===== src/rtl/scorehand_accum.sv =====
// Running hand scorer: accepts one card per handshake, accumulates the score
// modulo MODULUS and tracks the hand fill state. Optional macro: SCOREHAND_NATURAL_EN.
//
// state     | meaning
// ----------+-------------------------------------------
// S_EMPTY   | no scoring card in hand (count == 0)
// S_PARTIAL | 0 < count < MAX_CARDS, cards still accepted
// S_FULL    | count == MAX_CARDS, holds until clear/reset
module scorehand_accum #(
   parameter int CARD_W    = 4,
   parameter int MAX_CARDS = 3,
   parameter int MODULUS   = 10,
   parameter int FACE_MIN  = 10,
   parameter int SCORE_W   = 4,
   parameter int CNT_W     = 2
) (
   input  logic               slow_clock,
   input  logic               resetb,
   input  logic               clear,
   input  logic               card_valid,
   input  logic [CARD_W-1:0]  card,
   output logic               card_ready,
   output logic [SCORE_W-1:0] total,
   output logic [CNT_W-1:0]   count,
   output logic               hand_full,
   output logic               full_pulse
`ifdef SCOREHAND_NATURAL_EN
   ,
   output logic               natural
`endif
);

   typedef enum logic [1:0] {
      S_EMPTY   = 2'd0,
      S_PARTIAL = 2'd1,
      S_FULL    = 2'd2
   } state_t;

   localparam logic [CARD_W-1:0]  FACE_C = CARD_W'(FACE_MIN);
   localparam logic [SCORE_W:0]   MOD_C  = (SCORE_W+1)'(MODULUS);
   localparam logic [CNT_W-1:0]   MAX_C  = CNT_W'(MAX_CARDS);

   state_t             state_q;
   logic [SCORE_W-1:0] total_q;
   logic [SCORE_W-1:0] total_d;
   logic [CNT_W-1:0]   count_q;
   logic [CNT_W-1:0]   count_d;
   logic               full_pulse_q;
   logic [SCORE_W:0]   val;
   logic [SCORE_W:0]   sum;
   logic [SCORE_W:0]   wrapped;
   logic               accept;
   logic               add_card;

   // val < MODULUS always holds, so one conditional subtract wraps the sum.
   always_comb begin
      val = '0;
      if (card < FACE_C) begin
         val = (SCORE_W+1)'(card);
      end
      sum     = {1'b0, total_q} + val;
      wrapped = (sum >= MOD_C) ? (sum - MOD_C) : sum;
      total_d = wrapped[SCORE_W-1:0];
      count_d = count_q + CNT_W'(1);
   end

   assign card_ready = (state_q != S_FULL) && !clear;
   assign accept     = card_valid && card_ready;
   assign add_card   = accept && (card != '0);

`ifdef SCOREHAND_NATURAL_EN
   localparam logic [SCORE_W:0] NAT_C = (SCORE_W+1)'(MODULUS - 2);
   logic natural_q;

   always_ff @(posedge slow_clock) begin
      if (!resetb || clear) begin
         natural_q <= 1'b0;
      end else if (add_card) begin
         natural_q <= (count_d == CNT_W'(2)) && (wrapped >= NAT_C);
      end
   end

   assign natural = natural_q;
`endif

   always_ff @(posedge slow_clock) begin
      if (!resetb) begin
         state_q      <= S_EMPTY;
         total_q      <= '0;
         count_q      <= '0;
         full_pulse_q <= 1'b0;
      end else if (clear) begin
         state_q      <= S_EMPTY;
         total_q      <= '0;
         count_q      <= '0;
         full_pulse_q <= 1'b0;
      end else begin
         full_pulse_q <= 1'b0;
         if (add_card) begin
            total_q <= total_d;
            count_q <= count_d;
            if (count_d == MAX_C) begin
               state_q      <= S_FULL;
               full_pulse_q <= 1'b1;
            end else begin
               state_q <= S_PARTIAL;
            end
         end
      end
   end

   assign total      = total_q;
   assign count      = count_q;
   assign hand_full  = (state_q == S_FULL);
   assign full_pulse = full_pulse_q;

endmodule


===== config.mk =====
export PLATFORM = sky130hd
export DESIGN_NAME = scorehand_accum
export DESIGN_NICKNAME = d
export VERILOG_FILES = /design/src/rtl/scorehand_accum.sv
export SDC_FILE = /design/constraint.sdc
export NUM_CORES = 1
export LEC_CHECK = 0
export ABC_AREA = 0
export CORE_MARGIN = 3
export CORE_UTILIZATION = 45
export DETAILED_ROUTE_END_ITERATION = 12
export HOLD_SLACK_MARGIN = 0.05
export PLACE_DENSITY = 0.76
export RECOVER_POWER = 25
export SYNTH_ARGS = -nofsm -noshare
export SYNTH_HDL_FRONTEND = slang
export SYNTH_SLANG_ARGS = --single-unit

===== constraint.sdc =====
create_clock -name slow_clock -period 4.76 [get_ports slow_clock]
set_clock_uncertainty 0.2 [all_clocks]
set_input_delay 0.476 -clock slow_clock [delete_from_list [all_inputs] [get_ports slow_clock]]
set_output_delay 0.476 -clock slow_clock [all_outputs]
set_load 0.01 [all_outputs]

=== After elaboration in Yosys (flattened, before gate mapping) ===
Index checks and enable logic that the tools add are counted.

* Reduce and logical (&&, ||, !) cells: 7
* Multiplexer cells: 4
* Add/subtract/negate cells: 3
* Bitwise logic cells: 2
* Div/mod/pow operators: 0
* Equal/unequal tests: 3
* Shifts and indexed selects: 0
* $mul: 0
* $lt $le $gt $ge: 2

{| class="wikitable"
|+ Operator list
! operator !! count
|-
| $mux 4 || 2
|-
| $add 4x4->5 || 1
|-
| $ge 5x4->1 const B || 1
|-
| $eq 2x2->1 const B || 2
|-
| $lt 4x4->1 const B || 1
|-
| $reduce_bool 4->1 || 1
|-
| $sub 4x4->4 const B || 1
|-
| $logic_and 1x1->1 || 3
|-
| $reduce_or 3->1 || 1
|-
| $add 2x1->2 const B || 1
|-
| $mux 2 || 1
|-
| $ne 2x2->1 const B || 1
|-
| $not 1->1 || 2
|-
| $reduce_or 2->1 || 1
|-
| $logic_not 1->1 || 1
|-
| $mux 1 || 1
|}

* Memories: 0
* Memory bits (read-only): 0
* Latch bits: 0
* Memory bits (writable): 0
* Input port bits: 8
* Word-level logic and storage cells: 25
* Register bits after elaboration: 9

=== Depth between registers and ports, before layout ===
* Word-level depth: 6
* Mapped depth: 11
* Depth with buffers taken out: 11

=== Worst setup path before layout ===
OpenSTA, ideal clock, no wires.

* Path type: in2reg
* From: in card[2]
* To: reg total_q[3], in the netlist total[3]
* Arrival time: 2,569 ps
* Buffers on the path: 0
* Slack: 1,933 ps
* Required time: 4,502 ps
* Stages: 11
* Path through: o21ai_0 and2_1 ha_1 fa_1 xor2_1 inv_1 ha_1 a221oi_1 a211oi_1 a2111oi_0 a31o_2

* Cells in the longest elaborated chain, start to end: 5

{| class="wikitable"
|+ Ends and longest elaborated chain
! item !! RTL line !! text
|-
| start: declaration || 21 || <nowiki>input logic [CARD_W-1:0] card,</nowiki>
|-
| $lt 4x4->1 || 58 || <nowiki>if (card < FACE_C) begin</nowiki>
|-
| $mux 4 || 58 ||
|-
| $add 4x4->5 || 61 || <nowiki>sum = {1'b0, total_q} + val;</nowiki>
|-
| $sub 4x4->4 or $ge 5x4->1 (tied branches) || 62 || <nowiki>wrapped = (sum >= MOD_C) ? (sum - MOD_C) : sum;</nowiki>
|-
| $mux 4 || 62 ||
|-
| end signal: assignment || 100 || <nowiki>total_q <= total_d;</nowiki>
|-
| end: declaration || 44 || <nowiki>logic [SCORE_W-1:0] total_q;</nowiki>
|}

Several ways; a longest one is shown, not always the timed one.
A chain may end at the register's enable or synchronous reset.

=== Worst setup path in the final report ===
Same ends and word-level chain as after synthesis.

==> run metrics <==
worst-case clock buffer depth 2; post-synthesis adder-cell area fraction 0.1448; busiest layer in global routing met2; core area 0.001334 sq mm; via count 622; largest family of logic cells by synthesized area simple AND/OR/NAND/NOR gates; met2 Track Usage GR 0.2994; Mapped Area 656.9 sq um; Worst EP required 4760 ps; PortBufs 16; Num CTS Buffers 3; number of distinct library cells after synthesis 35; RSZ-0062 raised after global routing false; Power Density 204.6 mW/mm^2; Pleak 0.3648 nW; critical path class in -> reg; setup violators final 0; fmax 294.6 MHz; Area after DPL 812.0 sq um; grt met3 use 0.01220; Clk pin slew, worst setup/hold paths 60 ps; post-DP HPWL 1184 um; asr flop ratio synth 0; fin crit share 0.7131; number of global-route vias before repair 612; initial core utilization 0.4925; Worst path most repeated cell ha_1; first-pass GRT wire length 2601 um; most common cell in the synthesized netlist dfxtp_1; slowest stage delay, CP 510 ps; Die X 44.21 um; post-synthesis xor/xnor area fraction 0.02667; # H-tree levels 1; slew margin rel. 0.7102; crit path max-delay cell type clkdlybuf4s50_1; CP Capture Type flop; drt pass-1 iters 4; placed cell count 106; IO Pins 17; Max VDD drop 130.0 uV; CTS tree built; hold_buf cts 0; Synth Area in Compound Gates 0.2114; GR Util All Layers 0.1763; Critical Path Start Type input port; vias per cell 5.655; Synth Register Bits 9; setup bufs post-CTS 0; top cells by area, synth dfxtp_1 27%, ha_1 11%, a21oi_1 4.6%; setup TNS 0 ps; worst path cell trace clkdlybuf4s50_1 > o21ai_0 > and2_1 > ha_1 > fa_1 > xor2_1 > inv_1 > ha_1 > a221oi_1 > a211oi_1 > a2111oi_0 > a31o_2; pre-CTS WS 1093 ps; Arr. time, crit path 3400 ps; final net count 111; Avg WL per Cell 13.40 um; hold_ws 270.7 ps; Synth Flop Type dfxtp_1; largest net degree at the start of global routing 12; Layout area overhead 27.62%; Seq/Total Area, Yosys 0.2743; row count 13; Mean Syn Cell Area 8.422 sq um; largest fanout on the critical path 5; HP Class reg -> reg; GR met1 Demand/Resource 0.2291; grt ovf 0; clock sink count 9; worst skew pair latency 260 ps; Synth Net Count 93; die area 0.001954 sq mm; Final Instance Area 838.3 sq um; final worst slack 1366 ps; antenna-violating nets left 0; max-capacitance violation count 0; Final Slew Violations 0; post-synth top area cell dfxtp_1; DRC viols 0; initial drt markers 8; fin crit period 3394 ps; initial antenna violation count 0; Die Height 44.21 um; CTS resizes 0; clk root buf clkbuf_4; fin cells 110; Final Hold Vio Count 0; actual slew at the worst max-slew pin 433.8 ps; layout cell share with drive strength beyond 1 0.05263; antenna cells 0; fraction of post-synthesis cell area in the top cell type by area 0.2743; drt total wl 1474 um; commonest cells in the netlist 9 x dfxtp_1, 7 x inv_1; status complete, no violations; synthesized instance count 78; mux contribution to synthesized area 0.01524; Warnings, synthesis 0; routability cong. 0.8607; Simple-Gate Fraction of Synth Area 0.2514; EDFF count, synth 0
==> layout make-up <==
type	count	area [sq um]
clock buffer	4	26.28
timing repair buffer	16	160.2
sequential	9	180.2
tap	15	18.77
fill	126	495.5
inverter	7	26.28
multi-input combinational	59	426.7
==> power breakdown <==
group	leakage (nW)	internal (W)	switching [W]	total, W
Clock	0.0150	0.0000323	0.0000260	0.0000583
Sequential	0.0728	0.0000768	0.00000123	0.0000781
Combinational	0.277	0.0000170	0.0000182	0.0000352
==> cells in the final DEF (no fill, tap or decap), types with 2 or more instances in the layout <==
master and count:
a2111oi_0 3, a211oi_1 2, a21oi_1 6, a311o_1 2, and2b_1 2, and3_1 2, clkbuf_4 3, clkdlybuf4s50_1 12
dfxtp_1 9, dlygate4sd3_1 4, ha_1 6, inv_1 7, nand2_1 6, nand2b_1 2, nand3_1 2, nand4_1 2
nor2_1 6
==> state kept, by name (all words and copies together), names as in the netlist <==
signal and cells:
total 4, count 2, full_pulse 1, state_q 2
==> per-stage QoR <==
step / utilization / power, W
after global placement: 0.6088 / 0.0001142
final: 0.6285 / 0.0001715
after CTS: 0.6285 / 0.0001746
after floorplan: - / 0.0001020
after detailed placement: 0.6088 / 0.0001151
after global routing: 0.6285 / 0.0001819
==> critical path, delay by kind of cell <==
family,cells,cell delay [ps]
compound gates,5,1010
fa+ha+maj,3,900
buf+inv,2,590
xor+xnor,1,270
simple gates,1,160
==> final timing paths <==
kind,from,endpoint,slack [ps],depth (start not counted)
worst min-delay path,state_q[1],state_q[1],270,2
worst min register to register,state_q[1],state_q[1],270,2
worst max-delay path,card[2],total[3],1370,12
worst max register to register,total[0],total[3],1990,9
==> layer usage <==
layer  wire length [um]  up-vias
li1                   -      320
met5                  0        -
met3                 33        0
met1                669      289
met4                  0        0
met2                771       13
==> cells by family after synthesis <==
logic type	after synthesis
simple gates	30
compound gates	19
buf+inv	10
flops	9
fa+ha+maj	7
xor+xnor	2
mux	1
Power figures use the tool's default switching activity.
